**src/rtl/jpeg_pkg.sv**
```systemverilog
// -----------------------------------------------------------------------------
// jpeg_pkg
//   Shared definitions for the JPEG block-row datapath: block geometry, pixel
//   width, the row accumulator state type and a one-bit full-adder cell used
//   by the ripple adder.
// -----------------------------------------------------------------------------
package jpeg_pkg;

   // Samples per block row and width of one unsigned pixel sample.
   localparam int BLOCK_DIM = 8;
   localparam int PIXEL_W   = 8;

   // Row accumulator states: collecting samples, or presenting a finished sum.
   typedef enum logic [0:0] {
      ACCUM = 1'b0,
      HOLD  = 1'b1
   } row_state_t;

   // One-bit full-adder cell; returns {carry_out, sum}.
   function automatic logic [1:0] fa_cell(input logic a, input logic b, input logic cin);
      logic sum_bit;
      logic carry_bit;
      sum_bit   = a ^ b ^ cin;
      carry_bit = (a & b) | (a & cin) | (b & cin);
      return {carry_bit, sum_bit};
   endfunction

endpackage : jpeg_pkg

```
**src/rtl/full_adder.sv**
```systemverilog
// -----------------------------------------------------------------------------
// full_adder
//   Unsigned WIDTH-bit ripple-carry adder built from one-bit full-adder cells.
//   The result is WIDTH+1 bits wide; bit WIDTH is the carry-out.
// Ports
//   a  in   WIDTH    first operand
//   b  in   WIDTH    second operand
//   s  out  WIDTH+1  {carry_out, sum}
// -----------------------------------------------------------------------------
module full_adder
   import jpeg_pkg::*;
#(
   parameter int WIDTH = 8
) (
   input  logic [WIDTH-1:0] a,
   input  logic [WIDTH-1:0] b,
   output logic [WIDTH:0]   s
);

   logic             carry_v;
   logic [WIDTH-1:0] sum_v;
   logic [1:0]       cell_v;

   // Ripple the carry through the cells; the carry is a procedural variable so
   // the chain is evaluated in order within a single block.
   always_comb begin
      carry_v = 1'b0;
      sum_v   = '0;
      cell_v  = 2'b00;
      for (int i = 0; i < WIDTH; i++) begin
         cell_v   = fa_cell(a[i], b[i], carry_v);
         sum_v[i] = cell_v[0];
         carry_v  = cell_v[1];
      end
      s = {carry_v, sum_v};
   end

endmodule : full_adder

```
**src/rtl/row_sum_accumulator.sv**
```systemverilog
// -----------------------------------------------------------------------------
// row_sum_accumulator
//   Sums N consecutive unsigned samples (one block row) into a width-grown
//   result. The running total and each accepted sample feed a full_adder
//   every cycle. After the Nth accepted sample the sum is presented on the
//   output until downstream accepts it; no samples are taken meanwhile.
// Ports
//   clk        in   1      rising-edge clock
//   rst        in   1      synchronous, active-high reset
//   in_data    in   WIDTH  sample value (unsigned)
//   in_valid   in   1      in_data valid this cycle
//   in_ready   out  1      a sample is accepted this cycle when in_valid is high
//   out_sum    out  SUM_W  completed row sum
//   out_valid  out  1      out_sum valid; held until accepted
//   out_ready  in   1      downstream accepts out_sum this cycle
//   busy       out  1      a partial row is in progress
// -----------------------------------------------------------------------------
module row_sum_accumulator
   import jpeg_pkg::*;
#(
   parameter int WIDTH = PIXEL_W,
   parameter int N     = BLOCK_DIM,
   localparam int SUM_W = WIDTH + $clog2(N)
) (
   input  logic             clk,
   input  logic             rst,
   input  logic [WIDTH-1:0] in_data,
   input  logic             in_valid,
   output logic             in_ready,
   output logic [SUM_W-1:0] out_sum,
   output logic             out_valid,
   input  logic             out_ready,
   output logic             busy
);

   localparam int               CNT_W    = $clog2(N);
   localparam logic [CNT_W-1:0] LAST_IDX = CNT_W'(N - 1);

   row_state_t       state_r;
   logic [SUM_W-1:0] acc_r;
   logic [CNT_W-1:0] count_r;
   logic [SUM_W-1:0] out_sum_r;
   logic             out_valid_r;

   logic [SUM_W-1:0] sample_ext_s;
   logic [SUM_W:0]   sum_s;
   logic             in_hs_s;
   logic             out_hs_s;
   logic             unused_carry_s;

   // Zero-extend the sample to the accumulator width.
   assign sample_ext_s = {{(SUM_W - WIDTH){1'b0}}, in_data};

   full_adder #(
      .WIDTH (SUM_W)
   ) u_full_adder (
      .a (acc_r),
      .b (sample_ext_s),
      .s (sum_s)
   );

   // SUM_W is sized so N maximal samples cannot overflow; the carry is always 0.
   assign unused_carry_s = sum_s[SUM_W];

   // in_ready is gated by rst so it reads 0 during reset and 1 right after it.
   assign in_ready  = (state_r == ACCUM) && !rst;
   assign in_hs_s   = in_valid && in_ready;
   assign out_hs_s  = out_valid_r && out_ready;

   assign out_sum   = out_sum_r;
   assign out_valid = out_valid_r;
   assign busy      = (count_r != '0);

   // Row FSM: accumulate N accepted samples, then hold the sum until accepted.
   always_ff @(posedge clk) begin
      if (rst) begin
         state_r     <= ACCUM;
         acc_r       <= '0;
         count_r     <= '0;
         out_sum_r   <= '0;
         out_valid_r <= 1'b0;
      end else begin
         case (state_r)
            ACCUM: begin
               if (in_hs_s) begin
                  if (count_r == LAST_IDX) begin
                     // Last sample of the row: publish and start a fresh row.
                     out_sum_r   <= sum_s[SUM_W-1:0];
                     out_valid_r <= 1'b1;
                     acc_r       <= '0;
                     count_r     <= '0;
                     state_r     <= HOLD;
                  end else begin
                     acc_r   <= sum_s[SUM_W-1:0];
                     count_r <= count_r + CNT_W'(1);
                  end
               end else begin
                  acc_r   <= acc_r;
                  count_r <= count_r;
               end
            end
            HOLD: begin
               if (out_hs_s) begin
                  out_valid_r <= 1'b0;
                  state_r     <= ACCUM;
               end else begin
                  out_valid_r <= out_valid_r;
                  state_r     <= HOLD;
               end
            end
            default: begin
               // Unreachable encoding: recover to a clean, idle row.
               state_r     <= ACCUM;
               acc_r       <= '0;
               count_r     <= '0;
               out_valid_r <= 1'b0;
            end
         endcase
      end
   end

endmodule : row_sum_accumulator
```
**config.mk**
```make
export PLATFORM = sky130hd
export DESIGN_NAME = row_sum_accumulator
export DESIGN_NICKNAME = d
export VERILOG_FILES = /design/src/rtl/jpeg_pkg.sv /design/src/rtl/full_adder.sv /design/src/rtl/row_sum_accumulator.sv
export SDC_FILE = /design/constraint.sdc
export NUM_CORES = 1
export LEC_CHECK = 0
export BUFFER_PORTS_ARGS = -buffer_cell sky130_fd_sc_hd__buf_2
export CORE_ASPECT_RATIO = 0.9
export CORE_UTILIZATION = 48
export CTS_CLUSTER_DIAMETER = 150
export DETAILED_ROUTE_END_ITERATION = 6
export PLACE_DENSITY_LB_ADDON = 0.25
export SLEW_MARGIN = 20
export SYNTH_ARGS = -nofsm -noshare
export SYNTH_HDL_FRONTEND = slang
export SYNTH_SLANG_ARGS = --single-unit
```
**constraint.sdc**
```tcl
create_clock -name clk -period 4.9 [get_ports clk]
set_input_delay 1.225 -clock clk [delete_from_list [all_inputs] [get_ports clk]]
set_output_delay 1.225 -clock clk [all_outputs]
set_load 0.01 [all_outputs]
```
Word level (Yosys, flattened, before mapping)
Index checks and enable logic that the tools add are counted.

Bitwise gates (word level): 57. Multiplexer cells: 10. Add/subtract/negate cells: 1. Equal/unequal tests: 4. Reduce and logical (&&, ||, !) cells: 8.

Operator list (number): 1-bit bitwise AND (24); 1-bit bitwise XOR (18); 1-bit bitwise OR (14); 11-bit 2-to-1 mux (1); 1-bit 2-to-1 mux (6); 3-bit AND reduction (2); 2-bit by 1-bit != test with 1-bit output, second input constant (2); 1-bit case mux with 2 select lines (2); 3-bit by 1-bit adder with 3-bit output, second input constant (1); 3-bit == test, second input constant (1); 1-bit logical AND (3); 3-bit 2-to-1 mux (1); 3-bit nonzero test (1); 2-bit != test, second input constant (1); 2-bit AND reduction (1); 1-bit logical NOT (1); 1-bit NOT (1).

Flip-flop bits (word level): 27. Output and inout port bits: 14. Bits of input ports: 12. Word-level logic and storage cells: 85.

Depth between registers and ports, before layout
Gate-level depths: netlist of the first run.

Word-level depth: 26. Mapped depth: 15. Mapped depth without buffers: 15.

Hierarchy
From an unflattened synthesis of the first run, not the netlist that was laid out.

Cell total of the unflattened synthesis: 145. Area, all modules: 1316.3 um2.

Modules (own cells, without submodules): row_sum_accumulator (area each 1077.3 um2, seq. area each 540.5 um2, times used 1, cells each 128); full_adder (area each 239.0 um2, seq. area each 0.0 um2, times used 1, cells each 17).

Worst setup path before layout of the first run
No wires, ideal clock.

Path type: in2reg. Start: input port in_data[0]. End: register acc_r[10]. Buffers on the path: 0. Stages: 14. Setup time: 0.071 ns. Arrival time: 4.902 ns. Required time: 4.829 ns. Slack: -0.073 ns. Cell sequence: ha_1 inv_1 fa_1 fa_1 fa_1 fa_1 fa_1 fa_1 fa_1 inv_1 ha_1 ha_1 or4b_1 a21oi_1.

Cells in the longest elaborated chain, start to end: 26. Elaborated cells on any way between the ends: 33. Those cells by class: 1 x mux; 32 x bitwise.

RTL lines: start: declaration (RTL line row_sum_accumulator.sv:27) `input logic [WIDTH-1:0] in_data,`; 1-bit bitwise AND (*) (RTL line jpeg_pkg.sv:24) `carry_bit = (a & b) | (a & cin) | (b & cin);`; 1-bit bitwise AND (RTL line jpeg_pkg.sv:24); 1-bit bitwise OR (RTL line jpeg_pkg.sv:24); 1-bit bitwise OR (*) (RTL line jpeg_pkg.sv:24); 1-bit bitwise AND (RTL line jpeg_pkg.sv:24); 1-bit bitwise OR (RTL line jpeg_pkg.sv:24); 1-bit bitwise OR (*) (RTL line jpeg_pkg.sv:24); 1-bit bitwise AND (RTL line jpeg_pkg.sv:24); (+9 left out); 1-bit bitwise OR (RTL line jpeg_pkg.sv:24); 1-bit bitwise OR (*) (RTL line jpeg_pkg.sv:24); 1-bit bitwise AND (RTL line jpeg_pkg.sv:24); 1-bit bitwise OR (RTL line jpeg_pkg.sv:24); 1-bit bitwise OR (*) (RTL line jpeg_pkg.sv:24); 1-bit bitwise AND (*) (2 in a row) (RTL line jpeg_pkg.sv:24); 1-bit bitwise XOR (*) (RTL line jpeg_pkg.sv:23) `sum_bit = a ^ b ^ cin;`; 11-bit 2-to-1 mux (*) (RTL line row_sum_accumulator.sv:86) `if (count_r == LAST_IDX) begin`; end signal: assignment (RTL line row_sum_accumulator.sv:94) `acc_r <= sum_s[SUM_W-1:0];`; end signal: assignment (RTL line row_sum_accumulator.sv:98) `acc_r <= acc_r;`; end: declaration (RTL line row_sum_accumulator.sv:40) `logic [SUM_W-1:0] acc_r;`.

Every way passes the cells marked *; elsewhere a longest branch is shown, timed or not. A chain may end at the register's enable or synchronous reset.

Worst setup path after layout of the first run
Ends and elaborated chain as after synthesis.

==> results of run 1 <==
[sequential cells by signal, summed over array words and instances (netlist names)]
signal and count:
out_valid 1, count_r 3, state_r 1, out_sum 11, acc_r 11
[worst paths after layout]
| path | from | to | slack [ps] | depth (start not counted) |
|---|---|---|---|---|
| worst max-delay path | in_data[0] | acc_r[10] | 140 | 15 |
| worst min-delay path | acc_r[2] | acc_r[2] | 460 | 2 |
| worst max register to register | acc_r[0] | acc_r[10] | 760 | 14 |
| worst min register to register | acc_r[2] | acc_r[2] | 460 | 2 |
[per-layer routing]
layer	share of wire, %	vias up
li1	-	506
met1	44	456
met2	51	17
met3	4.2	4
met4	0.93	0
met5	0	-
[final cells by class]
cell class | count | area, um2
inverters | 18 | 67.6
well taps | 28 | 35.0
multi-input cells | 89 | 646
clock buffers | 4 | 26.3
flip-flops and latches | 27 | 541
fillers | 235 | 1040
repair buffers | 26 | 133
[synth_stat cells]
library cell   n  area share (%)
nand2_1       16             4.7
a21oi_1       14             5.5
or3b_1         1            0.69
buf_2          2            0.78
nand3b_1       4             2.3
or4b_1         1            0.78
xnor2_1        1            0.69
mux2i_1        3             2.3
nor2_1        15             4.4
o31ai_1        1            0.59
dfxtp_1       27              42
clkbuf_1       6             1.8
o21ai_0        1            0.39
and4bb_2       1            0.98
inv_1         18             5.3
fa_1           7              11
ha_1           6             5.9
or3_1          8             3.9
a211oi_1       8             4.7
nand2b_1       1            0.49
nor3b_1        1            0.59
[power by group through the flow]
stage	Sequential, W	Clock, W	Combinational [W]
final	0.000229	0.0000937	0.0000501
after global routing	0.000230	0.000107	0.0000565
after CTS	0.000229	0.0000968	0.0000501
after detailed placement	0.000234	0	0.0000494
after global placement	0.000233	0	0.0000477
after floorplan	0.000233	0	0.0000349
[critical path: cells and delay by family]
family	cells	cell delay [ps]
and+or+nand+nor	1	420
adders and majority gates	10	3040
AOI/OAI and AO/OA	1	120
buffers and inverters	3	200
[kinds of logic (layout without fill, tap and decap cells)]
logic type                 count (synthesis)  count (layout)  synth area share [%]
AOI/OAI and AO/OA                         24              24                  11.2
adders and majority gates                 13              13                  16.8
xor gates and xnor gates                   1               1                 0.685
and+or+nand+nor                           48              48                  18.9
muxes                                      3               3                  2.35
DFF                                       27              27                  42.3
buffers and inverters                     26              48                  7.83
[placed cells by master (no fill, tap or decap)]
master,synthesis,layout
a211oi_1,8,8
dfxtp_1,27,27
fa_2,0,2
clkbuf_4,0,3
ha_2,0,1
a21oi_1,14,14
nand3b_1,4,4
or4b_1,1,1
and4bb_2,1,1
or3b_1,1,1
clkbuf_1,6,1
nand2_1,16,16
mux2i_1,3,3
or3_1,8,8
nor2_1,15,15
buf_4,0,1
inv_1,18,18
buf_2,2,25
xnor2_1,1,1
ha_1,6,5
o31ai_1,1,1
o21ai_0,1,1
fa_1,7,5
nor3b_1,1,1
nand2b_1,1,1
[metrics by stage]
stage               setup TNS, ps  hold slack [ps]  power (W)  cells
floorplan                       0              432   0.000268    142
global placement             -115              439   0.000281    188
detailed placement           -308              445   0.000283    188
CTS                             0              463   0.000376    192
global route                    0              480   0.000393    192
finish                          0              463   0.000373    192
==> results.yml, run 1 <==
status:
  outcome: "finished, final reports clean"
setup_path:
  worst_path_max_delay_cell: "or4b_1"
  crit_top_cell: "fa_1"
  required_ps: 5160
  slowest_delay_ps: 420
  crit_path_cell_trace: "buf_2, ha_1, inv_1, fa_1, fa_1, fa_1, fa_1, fa_2, fa_2, fa_1, inv_1, ha_1, ha_2, or4b_1, a21oi_1"
  cp-end-kind: "flip-flop"
  critPathKind: "input port to flip-flop"
  cp.arrival_ps: 5020
  crit_path_max_fanout: 2
  critPathLaunchType: "input port"
yosys:
  avgSynthCellArea_um2: 9.01
  synth_cell_type_count: 21
  yosysWarnings: 0
  synth_nets: 167
  synthCells: 142
  syn-cell-area_um2: 1280
  ys_seq_area_share_pct: 42.3
  ys_ff_latch: 27
cts:
  htreeDepth: 1
  cts_tree: "yes"
  path_clk_slew_ps: 130
  cts_buffers: 3
  post_cts_resized: 0
  clockBufferDepth: 2
  clkLatencyLatePin_ps: 320
  cts_sinks: 27
  post_cts_buffers: 0
  root_buffer: "clkbuf_4"
  holdBufCountCts: 0
die:
  initial_utilization_pct: 51.4
  core_area_um2: 2490
  die_h_um: 51.0
  die_area_um2: 2870
  ioPinCount: 26
  num_rows: 17
  fp.dieW_um: 56.4
global_routing:
  met3_usage_pct: 5.57
  track_usage_pct: 17.5
  overflow: 0
  grt_pass1_vias: 923
  top_usage_layer: "met2"
  grt_pass1_wl_um: 3800
  use_met1_pct: 18.0
  grt_max_degree: 32
  antenna_found_initial: 0
  use_met2_pct: 34.1
timing:
  relSlewSlack_pct: 46.1
  timing.final.ws_setup_ps: 145
  slew_viol_final: 0
  min_period_ps: 4760
  post-route-period-util_pct: 97.0
  worst_pin_slew_ps: 806
  finalSetupViolCount: 0
  finalClockSkew_ps: 4.40
  rsz0062_at_grt: "false"
  fmaxAchievable_mhz: 210
  hold_viol_final: 0
final_layout:
  final_util_pct: 58.2
  nets: 190
  layout-drive-gt1-share_pct: 20.1
  antenna_cells: 0
  area_delta_synth_final_pct: 13.2
  final_area_um2: 1450
detailed_routing:
  drt_iter0_drc: 8
  ant_nets: 0
  wl_per_cell_um: 12.3
  vias: 983
  wl_um: 2350
  drc: 0
  firstDrtPassIters: 4
  vias_per_cell: 5.12
place:
  place_congestion: 0.742
  dp_hpwl_um: 1710
  io_buffers: 25
  place_ws_ps: -216
  placed_area_um2: 1420
power:
  p_int_w: 0.000279
  power_density_nw_per_um2: 257
  p_leak_nw: 0.601
  seq_power_share_pct: 61.4
  clkPwrFrac_pct: 25.1
  p_switching_w: 0.0000935
  comb_power_share_pct: 13.4
  switching_share_pct: 25.1
  vdd_ir_drop_max_v: 0.000216
flow_run:
  drv_cap: 0
min_path:
  hp-class: "flip-flop to flip-flop"
Note: power is estimated with default switching activity, not from simulation.
==> inputs of run 2 (changes only) <==
- ABC_AREA: not set -> 1
- ABC_CLOCK_PERIOD_IN_PS: not set -> 4900
- CAP_MARGIN: not set -> 10
- CORE_UTILIZATION: 48 -> 49
==> run 2 against run 1 <==
  * Via count up 21%
  * Count of clock-buffer cells in the layout down 1
  * Power up 5.1%
  * Fmax up 1.4%
  * First-iteration DRC count rose to 2.5 times the previous value
  * Sequential power about the same
  * Die area up 10%
  * Sequential cell count unchanged
  * Clock power up 9%
  * Final cell count up 21%
  * Synthesized cell count up 24%
  * Critical endpoint unchanged
==> results.yml, run 2 <==
cts:
  cts_buffers: 3
  post_cts_resized: 0
  cts_tree: "yes"
  post_cts_buffers: 0
  path_clk_slew_ps: 160
  clockBufferDepth: 2
  clkLatencyLatePin_ps: 350
  cts_sinks: 27
  root_buffer: "clkbuf_4"
  holdBufCountCts: 0
  htreeDepth: 1
detailed_routing:
  drc: 0
  wl_per_cell_um: 12.3
  vias: 1185
  ant_nets: 0
  firstDrtPassIters: 5
  vias_per_cell: 5.09
  wl_um: 2880
  drt_iter0_drc: 20
place:
  place_congestion: 0.773
  dp_hpwl_um: 2010
  placed_area_um2: 1530
  io_buffers: 25
setup_path:
  critPathKind: "input port to flip-flop"
  r2r-start: "acc_r[0]"
  cp-end-kind: "flip-flop"
  critPathLaunchType: "input port"
  crit_path_max_fanout: 3
  r2r_end: "acc_r[10]"
  rr_worst_depth: 18
  cp.arrival_ps: 4990
  required_ps: 5200
  r2r_setup_slack_ps: 780
timing:
  finalSetupViolCount: 0
  min_period_ps: 4690
  worst_pin_slew_ps: 553
  finalClockSkew_ps: 17.4
  relSlewSlack_pct: 63.1
  hold_viol_final: 0
  slew_viol_final: 0
  post-route-period-util_pct: 95.8
  fmaxAchievable_mhz: 213
  rsz0062_at_grt: "false"
yosys:
  avgSynthCellArea_um2: 8.22
  synthCells: 176
  synth-edff-count: 0
  ys_ff_latch: 27
  ys_seq_area_share_pct: 37.4
  synthTopCellsByCount: "inv_1 (33), nand2_1 (33), dfxtp_1 (27)"
  syn-cell-area_um2: 1450
  synth_cell_type_count: 18
  synth_top_cell_by_area: "dfxtp_1"
  synth.top_cell.area_share_pct: 37.4
  yosys-top-cells-area: "dfxtp_1 (37%), fa_1 (9.7%), nand4_1 (8.7%)"
  async_flop_share_pct: 0
  yosysWarnings: 0
  ys.flop_type: "dfxtp_1"
  synth_nets: 201
power:
  power_w: 0.000392
  vdd_ir_drop_max_v: 0.000198
  power_density_nw_per_um2: 251
  p_leak_nw: 0.681
global_routing:
  antenna_found_initial: 0
  grt_max_degree: 27
  overflow: 0
  grt_pass1_vias: 1081
  grt_pass1_wl_um: 4690
  track_usage_pct: 20.4
final_layout:
  multiInputGateArea_um2: 691
  layout-drive-gt1-share_pct: 17.6
  nets: 219
  area_delta_synth_final_pct: 7.70
  final_area_um2: 1560
  n_fill_cell: 284
  seqCellArea_um2: 541
  final_cell_mix: "inv_1 (33), nand2_1 (33), dfxtp_1 (27)"
  antenna_cells: 0
die:
  fp.dieW_um: 59.3
  core_area_um2: 2770
  num_rows: 18
  die_area_um2: 3170
  die_h_um: 53.5
  ioPinCount: 26
  initial_utilization_pct: 52.2
min_path:
  holdCritStartpoint: "out_sum[4]"
  hp-class: "flip-flop to flip-flop"
  worstHoldPathCells: 2
  whs_endpoint: "out_sum[4]"
status:
  outcome: "finished, final reports clean"
flow_run:
  drv_cap: 0
## run 2: changes by cell type after synthesis, sizes merged, moves of 2 or more
| cell | previous run | this run |
|---|---|---|
| nand2 | 16 | 34 |
| nand4 | 0 | 20 |
| mux2i | 3 | 0 |
| or3 | 8 | 0 |
| inv | 18 | 33 |
| a211oi | 8 | 0 |
| nand3b | 4 | 0 |
| clkbuf | 6 | 2 |
| buf | 2 | 10 |
| o21ai | 1 | 3 |
| nor2 | 15 | 5 |
| nand3 | 0 | 4 |
| a21oi | 14 | 25 |
## run 2: worst max-delay path by stage
stage                          start          end  slack [ps]  depth (start not counted)
final                     in_data[0]    acc_r[10]         210                         19
after global routing      in_data[0]    acc_r[10]          10                         19
after CTS                 in_data[0]    acc_r[10]         190                         19
after detailed placement  in_data[0]  out_sum[10]        -140                         18
after global placement    in_data[0]  out_sum[10]         -90                         18
after floorplan           in_data[0]  out_sum[10]         110                         17
## run 2: routing by layer
layer | global-route usage (%) | part of all wire [%] | up-vias
met1 | 24.1 | 44 | 555
li1 | - | - | 602
met2 | 36.1 | 50 | 22
met5 | 0 | 0 | -
met3 | 4.33 | 3.4 | 6
met4 | 8.73 | 2.2 | 0
## run 2: cells by family after synthesis
logic type | Yosys count | synth area share [%]
AOI/OAI and AO/OA | 28 | 10.2
buffers and inverters | 45 | 14.9
and+or+nand+nor | 63 | 22.7
DFF | 27 | 37.4
adders and majority gates | 13 | 14.9
## run 2: final cells by class
class / instances / share of cell area, %
Clock buffer: 3 / 1.45
Sequential cell: 27 / 34.7
Clock inverter: 1 / 0.321
Timing Repair Buffer: 25 / 8.03
Tap cell: 40 / 3.21
Inverter: 33 / 7.95
Multi-Input combinational cell: 104 / 44.3
## run 2: through the flow
step	utilization [%]	worst slack, ps	setup TNS, ps	hold slack [ps]	cells
2_1_floorplan	-	110	0	442	176
3_3_place_gp	55.2	-94.4	-150	451	229
3_5_place_dp	55.2	-137	-311	454	229
4_1_cts	56.2	190	0	474	233
5_1_grt	56.2	11.0	0	484	233
6_report	56.2	208	0	472	233
## run 2: where the power goes
group / switching, W / leakage, nW / internal, W / total, W
Sequential: 0.00000330 / 0.219 / 0.000226 / 0.000230
Clock: 0.0000708 / 0.0177 / 0.0000308 / 0.000102
Combinational: 0.0000396 / 0.444 / 0.0000209 / 0.0000605
Total: 0.000114 / 0.681 / 0.000278 / 0.000392
## run 2: critical path: stages
cell and delay, ps:
buf_2 80, ha_1 130, inv_1 40, fa_1 390, fa_1 400, fa_1 380, fa_1 380, fa_1 400
fa_1 390, fa_1 370, inv_1 60, ha_1 140, ha_1 180, inv_1 70, nand2_1 60, nand2_1 40
nor2_1 110, nor2_1 60, nor2_1 70
==> inputs of run 3 (changes only) <==
- BUFFER_PORTS_ARGS: -buffer_cell sky130_fd_sc_hd__buf_2 -> not set
- CORE_UTILIZATION: 49 -> 55
- DONT_BUFFER_PORTS: not set -> 1
- REMOVE_ABC_BUFFERS: not set -> 1
==> run 3 against run 2 <==
  * Sequential share of layout area rose by 3.5 points
  * Cell area fell by 9.1%
  * Die area fell by 11%
  * Count of clock-buffer cells in the layout rose by 1
  * Critical path depth fell by 2
  * Via count fell by 4.2%
  * Critical endpoint is now out_sum[10]
==> results.yml, run 3 (synthesized netlist as in run 2, its figures left out) <==
status:
  outcome: "finished, final reports clean"
timing:
  relSlewSlack_pct: 63.8
  slew_viol_final: 0
  post-route-period-util_pct: 93.9
  min_period_ps: 4600
  finalSetupViolCount: 0
  setup_tns_ps: 0
  worst_pin_slew_ps: 542
  rsz0062_at_grt: "false"
  fmaxAchievable_mhz: 217
  finalClockSkew_ps: 3.42
  hold_viol_final: 0
  hold_slack_ps: 473
global_routing:
  track_usage_pct: 20.5
  grt_pass1_wl_um: 4510
  overflow: 0
  antenna_found_initial: 0
  grt_max_degree: 27
  grt_pass1_vias: 1069
die:
  fp.dieW_um: 56.1
  initial_utilization_pct: 58.6
  core_area_um2: 2470
  die_h_um: 50.7
  ioPinCount: 26
  die_area_um2: 2840
  num_rows: 17
place:
  dp_hpwl_um: 1800
  place_congestion: 0.792
  io_buffers: 0
power:
  seq_power_share_pct: 61.8
  p_switching_w: 0.0000969
  switching_share_pct: 26.1
  comb_power_share_pct: 12.3
  p_int_w: 0.000275
  power_density_nw_per_um2: 262
  clkPwrFrac_pct: 25.8
  p_leak_nw: 0.559
  vdd_ir_drop_max_v: 0.000184
setup_path:
  critPathLaunchType: "input port"
  critPathKind: "input port to flip-flop"
  slowest_delay_ps: 390
  worst_path_max_delay_cell: "fa_1"
  crit_path_max_fanout: 3
  crit_family: "adder cells"
  cp.arrival_ps: 4830
  crit_path_cell_trace: "ha_1, inv_1, fa_1, fa_1, fa_1, fa_1, fa_1, fa_1, fa_1, inv_1, ha_1, ha_1, inv_1, nand2_1, nand2_1, o21ai_0, nor2_1"
  worst-path-buf-inv: 3
  required_ps: 5130
  r2r_setup_slack_ps: 820
  cp-end-kind: "flip-flop"
  crit_top_cell: "fa_1"
min_path:
  hp-class: "flip-flop to flip-flop"
detailed_routing:
  wl_um: 2720
  vias: 1135
  firstDrtPassIters: 6
  ant_nets: 0
  vias_per_cell: 5.79
  drt_iter0_drc: 39
  drc: 0
  wl_per_cell_um: 13.9
final_layout:
  nets: 194
  final_util_pct: 57.4
  antenna_cells: 0
  area_delta_synth_final_pct: -2.08
  final_cell_mix: "inv_1 (33), nand2_1 (33), dfxtp_1 (27)"
  layout-drive-gt1-share_pct: 4.76
cts:
  clkLatencyLatePin_ps: 320
  cts_buffers: 3
  htreeDepth: 1
  path_clk_slew_ps: 140
  post_cts_buffers: 0
  clockBufferDepth: 2
  root_buffer: "clkbuf_4"
  post_cts_resized: 0
  cts_tree: "yes"
  holdBufCountCts: 0
  cts_sinks: 27
flow_run:
  drv_cap: 0
## run 3: cell types whose count changed in the layout (fill, tap and decap cells not counted)
cell,change
buf_2,-25
clkbuf_1,+1
clkinv_2,-1
## run 3: area by class of cell
type	count	area [um2]
clock buffer	4	26.3
inverter	33	124
sequential	27	541
tap	28	35.0
multi-input combinational	104	691
fill	249	1050
## run 3: layer usage
metal	vias up	global-route usage, %	wire [um]
li1	547	-	-
met1	554	24.6	1200
met2	32	35.9	1360
met3	2	5.15	147
met4	0	6.91	18
met5	-	0	0
## run 3: tightest hold or removal path, delay by kind of cell (launching register included)
kind / cells / cell delay (ps)
flops: 1 / 340
simple gates: 1 / 60
compound gates: 1 / 60
## run 3: final timing paths
check,start,end,cells after the start
worst min register to register,acc_r[1],acc_r[1],2
worst max-delay path,in_data[0],out_sum[10],17
worst min-delay path,acc_r[1],acc_r[1],2
worst max register to register,acc_r[0],out_sum[10],17
## run 3: power by group through the flow
stage                     Combinational [W]  Clock [W]  Sequential [W]
after floorplan                   0.0000371          0        0.000234
after global placement            0.0000438          0        0.000234
after detailed placement          0.0000457          0        0.000235
after CTS                         0.0000462  0.0000998        0.000230
after global routing              0.0000538   0.000108        0.000231
final                             0.0000458  0.0000961        0.000230
## run 3: through the flow
step                total power, W  instance area [um2]  setup WS, ps  instances
CTS                       0.000376                 1420           276        196
floorplan                 0.000271                 1360           109        164
global placement          0.000278                 1390          6.25        192
detailed placement        0.000280                 1390         -55.7        192
global route              0.000393                 1420           109        196
finish                    0.000372                 1420           300        196
